==> config.mk <==
export PLATFORM = sky130hd
export DESIGN_NAME = pc_next_sel
export DESIGN_NICKNAME = d
export VERILOG_FILES = /design/src/rtl/pc_pkg.sv /design/src/rtl/pc_prio_enc.sv /design/src/rtl/pc_next_sel.sv
export SDC_FILE = /design/constraint.sdc
export NUM_CORES = 1
export LEC_CHECK = 0
export CELL_PAD_IN_SITES_DETAIL_PLACEMENT = 1
export CELL_PAD_IN_SITES_GLOBAL_PLACEMENT = 1
export CORE_ASPECT_RATIO = 2
export CORE_UTILIZATION = 34
export DETAILED_ROUTE_END_ITERATION = 6
export GPL_TIMING_DRIVEN = 0
export PLACE_DENSITY_LB_ADDON = 0.1
export SLEW_MARGIN = 15
export SYNTH_ARGS = -nofsm -noshare
export SYNTH_HDL_FRONTEND = slang
export SYNTH_SLANG_ARGS = --single-unit
==> constraint.sdc <==
create_clock -name clk -period 7.2 [get_ports clk]
set_clock_uncertainty 0.05 [all_clocks]
set_input_delay 2.16 -clock clk [delete_from_list [all_inputs] [get_ports clk]]
set_output_delay 2.16 -clock clk [all_outputs]
set_load 0.02 [all_outputs]
==> src/rtl/pc_pkg.sv <==
// pc_pkg: shared PC widths, reset value, source indices and next-PC select encoding.
package pc_pkg;
  localparam int PC_W = 32;
  localparam int PC_INC = 4;
  localparam logic [31:0] PC_RESET = 32'h0000_0000;
  localparam int SRC_TRAP = 0;
  localparam int SRC_JUMP = 1;
  localparam int SRC_BRANCH = 2;
  localparam int SRC_SPARE = 3;
  typedef enum logic [1:0] {
    SEL_SEQ,
    SEL_SRC,
    SEL_PEND,
    SEL_HOLD
  } pc_sel_e;
endpackage

==> src/rtl/pc_prio_enc.sv <==
// pc_prio_enc: fixed-priority encoder, lowest set index wins; any flags a request.
module pc_prio_enc #(
  parameter int N = 4
) (
  input  logic [N-1:0]         vld,
  output logic [$clog2(N)-1:0] win,
  output logic                 any
);
  localparam int IW = $clog2(N);
  always_comb begin
    win = '0;
    for (int i = N - 1; i >= 0; i--)
      if (vld[i]) win = IW'(i);
  end
  assign any = |vld;
endmodule

==> src/rtl/pc_next_sel.sv <==
// pc_next_sel: registered PC with prioritised redirects, stall hold and a one-deep redirect buffer.
// Define PC_ALIGN_CHECK_EN to add the misalign output and force word-aligned targets.
module pc_next_sel
  import pc_pkg::*;
#(
  parameter int                WIDTH    = PC_W,
  parameter int                NSRC     = 4,
  parameter logic [WIDTH-1:0]  RESET_PC = WIDTH'(PC_RESET),
  parameter int                INC      = PC_INC
) (
  input  logic                    clk,
  input  logic                    reset,
  input  logic                    stall,
  input  logic [NSRC-1:0]         src_vld,
  input  logic [NSRC*WIDTH-1:0]   src_addr,
  output logic [WIDTH-1:0]        pc,
  output logic                    redirect,
  output logic [$clog2(NSRC)-1:0] src_idx,
  output logic                    pend
`ifdef PC_ALIGN_CHECK_EN
  , output logic                  misalign
`endif
);
  localparam int IW = $clog2(NSRC);
  logic [IW-1:0]    win, pend_idx, tgt_idx;
  logic             any;
  logic [WIDTH-1:0] win_addr, pend_addr, target, load_addr;
  pc_sel_e          sel;
  pc_prio_enc #(.N(NSRC)) u_enc (
    .vld(src_vld),
    .win(win),
    .any(any)
  );
  assign win_addr = src_addr[int'(win)*WIDTH +: WIDTH];
  always_comb begin
    sel     = stall ? SEL_HOLD : pend ? SEL_PEND : any ? SEL_SRC : SEL_SEQ;
    target  = (sel == SEL_PEND) ? pend_addr : win_addr;
    tgt_idx = (sel == SEL_PEND) ? pend_idx : win;
  end
`ifdef PC_ALIGN_CHECK_EN
  assign load_addr = {target[WIDTH-1:2], 2'b00};
`else
  assign load_addr = target;
`endif
  always_ff @(posedge clk) begin
    if (reset) begin
      pc        <= RESET_PC;
      redirect  <= 1'b0;
      src_idx   <= '0;
      pend      <= 1'b0;
      pend_addr <= '0;
      pend_idx  <= '0;
    end else begin
      redirect <= (sel == SEL_SRC) || (sel == SEL_PEND);
      if (sel == SEL_HOLD) begin
        // Oldest redirect wins: only capture into an empty buffer.
        if (!pend && any) begin
          pend      <= 1'b1;
          pend_addr <= win_addr;
          pend_idx  <= win;
        end
      end else if (sel == SEL_SEQ) begin
        pc <= pc + WIDTH'(INC);
      end else begin
        pc      <= load_addr;
        src_idx <= tgt_idx;
        pend    <= 1'b0;
      end
    end
  end
`ifdef PC_ALIGN_CHECK_EN
  always_ff @(posedge clk) begin
    if (reset) misalign <= 1'b0;
    else misalign <= (sel == SEL_SRC || sel == SEL_PEND) && (|target[1:0]);
  end
`endif
endmodule

== After elaboration in Yosys (flattened, before gate mapping) ==
Cells that the tools add are included.
Operators by class
  $add $sub $neg: 1
  $mul: 0
  divide/modulo/power cells: 0
  magnitude comparators: 0
  equal/unequal tests: 5
  shift operators: 1
  muxes and demuxes: 13
  bitwise gates (word level): 2
  reduce and logical (&&, ||, !) cells: 8
Operators with widths (count)
  $shiftx A128 B8 Y32: 1
  $mux W32: 2
  $add A32 B3 Y32 const B: 1
  $mux W2: 7
  $reduce_and A2 Y1: 3
  $eq A2 B2 Y1 const B: 2
  $mux W1: 4
  $reduce_or A4 Y1: 1
  $eq A2 B1 Y1 const B: 1
  $logic_not A2 Y1: 1
  $ne A2 B1 Y1 const B: 1
  $ne A2 B2 Y1 const B: 1
  $not A1 Y1: 2
  $logic_and A1 B1 Y1: 1
  $logic_not A1 Y1: 1
  $logic_or A1 B1 Y1: 1
Word-level totals
  register bits: 70
  bits in latches: 0
  memory bits (writable): 0
  bits in read-only memories: 0
  input port bits: 135
  output and inout bits: 36
  logic and storage cells: 36
  memories kept: 0

== Depth between registers and ports, before layout ==
  depth after elaboration: 7
  mapped depth: 14
  gate-level depth less buffers: 10

== Cells and area by module ==
A second synthesis with hierarchy kept.
Second synthesis, totals
  cell total of the unflattened synthesis: 529
  area total of the unflattened synthesis: 4479.3 um2
Modules (own cells, without submodules)
  pc_next_sel: times used 1, cells each 522, area each 4444.3 um2
  pc_prio_enc: times used 1, cells each 7, area each 35.0 um2

== Worst setup path after synthesis ==
Ideal clock, no wire load.
  path kind: input port to flip-flop
  start: input port src_vld[1]
  end: register pc[25]
  arrival: 4326 ps
  data required time: 7018 ps
  path slack: 2692 ps
  stages on the path: 12
  buffers on the path: 4
  cells stage by stage: buf_2 -> nor2_1 -> buf_2 -> a21oi_1 -> or2_2 -> ha_1 -> buf_2 -> nor2_1 -> clkbuf_1 -> nand2_1 -> a21oi_1 -> nor4_2
On the way
  word-level cells in the longest chain between the ends: 7
  elaborated cells on any way between the ends: 12
Ends and longest elaborated chain
  start: declaration: RTL line pc_next_sel.sv:14  | input logic [NSRC-1:0] src_vld,
  branches (longest 7 deep; another with $shiftx A128 B8 Y32)
  end signal: assignment: RTL line pc_next_sel.sv:63  | pc <= pc + WIDTH'(INC);
  end signal: assignment: RTL line pc_next_sel.sv:65  | pc <= load_addr;
  end: declaration: RTL line pc_next_sel.sv:16  | output logic [WIDTH-1:0] pc,
Several ways; the timed one is not identified.
A chain may end at the register's enable or synchronous reset.

== Final worst setup path ==
  start: input port src_vld[1]
  end: register pc[30]
Same word-level chain as after synthesis.

==> summary.md <==
| Metric | Value |
|---|---|
| Hold Crit Depth | 2 |
| Vias | 5,529 |
| Critical Path RT | 7.37 ns |
| Largest area contributor in the netlist | dfxtp_1 |
| DP HPWL | 17.08 mm |
| Internal power | 924.1 uW |
| Top cell type's share of synthesized area | 0.3062 |
| Fin. max-slew vios | 0 |
| PD cells | 207.9 mW/mm^2 |
| Placed Area | 0.006459 mm^2 |
| Commonest cells in the netlist | 96 x nand2_1, 71 x a21oi_1, 70 x dfxtp_1 |
| Port bufs | 169 |
| Synth Area per Inst | 7.771 um^2 |
| Cell count after synthesis | 589 |
| Final Wtd Congestion | 0.8710 |
| Setup bufs post-CTS | 0 |
| Critical Path AT | 5.89 ns |
| Yosys warnings | 0 |
| Initial cell density of the core | 0.3503 |
| Top Ports | 171 |
| ANT nets after route | 0 |
| Path type of the worst min-delay path | flop to flop |
| Design area | 0.006759 mm^2 |
| Crit path max fanout | 10 |
| Final worst-path cycle share | 0.7951 |
| EDFF count, synth | 0 |
| Antenna cell count | 0 |
| Area of the die | 0.01396 mm^2 |
| Hold_sp | pend_addr[8]$_SDFFE_PP0P_ |
| Final TNS setup | 0 ns |
| Power share of the clock group | 0.324 |
| Largest net degree at the start of global routing | 13 |
| NetSw | 480.9 uW |
| Total track usage | 0.3087 |
| Worst-case reg-to-reg path depth | 9 |
| Worst skew pair latency | 0.35 ns |
| CTS hold repair buffers | 0 |
| RSZ-0062 raised after global routing | no |
| Reg clk slew, reported paths | 0.06 ns |
| Gr ovfl total | 0 |
| Yosys reg bits | 70 |
| Run status | finished, violations left |
| Largest buffer count on any clock path | 2 |
| DRT Wirelength | 21.04 mm |
| Sequential fraction of the synthesis area | 0.3062 |
| Fill count | 1,584 |
| Max Clock Freq | 0.1747 GHz |
| Worst Hold Path EP | pend_addr[8]$_SDFFE_PP0P_ |
| Wirelength per Cell | 22.72 um |
| Drt pass-1 iters | 7 |
| CTS buffer count | 9 |
| Crit path kind | input pin to flop |
| Most frequent cell after synthesis | nand2_1 |
| Detailed-route vias per instance | 5.971 |
| Count of final hold-check violations | 0 |
| Leakage power | 0.002441 uW |
| Worst setup EP type | flop |
| Die width | 84.04 um |
| Failing checks | design-rule violations |
| Area growth syn-to-layout | 47.68% |
| Comb pwr share | 0.328 |
| Fin crit period | 5.725 ns |
| Ys flop type | dfxtp_1 |
| Setup violators final | 0 |
| NumNets Final | 908 |
| Reg-to-reg startpoint | pend$_SDFFE_PP0P_ |
| Vias in the first global route | 6,144 |
| Tot Pwr | 1405 uW |
| Yosys cell types | 70 |
| Clk root buf | clkbuf_16 |
| Sequential share of power | 0.348 |
| Post-Syn Area | 0.004577 mm^2 |
| Global-route wire length before repair | 33.02 mm |
| # rows | 59 |
| Asr flop ratio synth | 0 |
| Share of layout cells above drive strength 1 | 0.09173 |
| Initial antenna violation count | 0 |
| DR iter-0 viols | 231 |
| Worst R2R End | pc[30]$_SDFFE_PP0P_ |
| CTS tree | built |
| Syn_nets | 728 |
| Synth top area cells | dfxtp_1 31%, nand2_1 7.9%, a21oi_1 7.8% |
| Critical Path Source Type | input pin |
| Peak supply drop | 90.23 uV |
| # resized after CTS | 0 |
| Max Cap Viol | 0 |
| Max-slew headroom | 0.2834 |
| R2R Setup Slk | 3.96 ns |
| Net Sw Frac | 0.3423 |
| Sink Count | 70 |
| # DRC | 8 |
| Die H | 166.1 um |
| CORE AREA | 0.01307 mm^2 |
| Worst slew pin tran | 1.066 ns |
| H-tree depth | 3 |
layout by cell type (no fill, tap or decap), types with 8 or more instances in the layout:
master	netlist	final
clkdlybuf4s50_1	0	169
nand2_1	96	96
a21oi_1	71	71
dfxtp_1	70	70
nor2_1	34	34
o21ai_0	34	34
clkbuf_1	29	29
o22ai_1	24	24
nand3_1	23	23
a211oi_1	17	17
mux4_2	15	15
inv_1	12	12
buf_2	11	11
o211ai_1	10	10
nor3_1	10	10
clkbuf_16	0	9
nand4_1	8	8
sequential cells by signal, summed over array words and instances (netlist names):
register	count
src_idx	2
pc	32
pend	1
pend_idx	2
redirect	1
pend_addr	32
worst max-delay path by stage:
| stage | from | end | slack (ns) | cells after the start |
|---|---|---|---|---|
| 2_1_floorplan | src_vld[1] | pc[25]$_SDFFE_PP0P_ | 2.69 | 12 |
| 3_3_place_gp | src_vld[1] | pc[30]$_SDFFE_PP0P_ | 1.16 | 13 |
| 3_5_place_dp | src_vld[1] | pc[30]$_SDFFE_PP0P_ | 1.18 | 13 |
| 4_1_cts | src_vld[1] | pc[30]$_SDFFE_PP0P_ | 1.51 | 13 |
| 5_1_grt | src_vld[1] | pc[20]$_SDFFE_PP0P_ | 1.23 | 13 |
| 6_report | src_vld[1] | pc[30]$_SDFFE_PP0P_ | 1.48 | 13 |
worst max-delay path, stage by stage:
cell             delay [ns]
clkdlybuf4s50_1        0.42
buf_2                  0.19
nor2_1                 0.16
buf_2                  0.28
a21oi_1                0.14
or2_2                  0.31
ha_1                   0.22
buf_2                  0.22
nor2_1                 0.69
clkbuf_1               0.62
nand2_1                0.10
a31oi_1                0.30
a211oi_1               0.08
stage by stage:
stage          setup WS (ns)  instances    util  hold slack [ns]
6_report               1.475        926  0.5173           0.4042
5_1_grt                1.226        926  0.5173           0.4132
4_1_cts                1.508        926  0.5173           0.4038
3_5_place_dp           1.179        910  0.4943           0.3953
3_3_place_gp           1.162        910  0.4943           0.3878
2_1_floorplan          2.692        589       -           0.3817
metal layers:
metal  track usage  wire (um)  share of wire  vias to the layer above
li1              -          -              -                     2582
met1        0.3030       7326           0.35                     2674
met2        0.6066      11990           0.57                      219
met3       0.04970        915          0.043                       54
met4        0.1499        809          0.038                        0
met5             0          0              0                        -
kinds of logic (layout without fill, tap and decap cells):
logic type	after synthesis	after routing	share of synthesized area
adders and majority gates	4	4	0.01094
buffers and inverters	63	248	0.06014
muxes	22	22	0.08912
and+or+nand+nor	223	223	0.2444
DFF	70	70	0.3062
AOI/OAI and AO/OA	207	207	0.2892
power groups by stage:
stage	Combinational (uW)	Clock, uW	Sequential [uW]
floorplan	204	0	516
global placement	448	0	491
detailed placement	457	0	495
CTS	460	454	487
global route	495	474	495
finish	461	456	489
cell type report:
| cell class | instances | area (um^2) | area share |
|---|---|---|---|
| clock buffer | 10 | 239.0 | 0.03536 |
| inverter | 14 | 52.55 | 0.007775 |
| multi-input combinational | 456 | 2900 | 0.4291 |
| clock inverter | 6 | 61.31 | 0.009071 |
| tap | 152 | 190.2 | 0.02814 |
| buffer | 49 | 222.7 | 0.03295 |
| timing repair buffer | 169 | 1692 | 0.2503 |
| sequential | 70 | 1401 | 0.2073 |
Power figures use the tool's default switching activity.
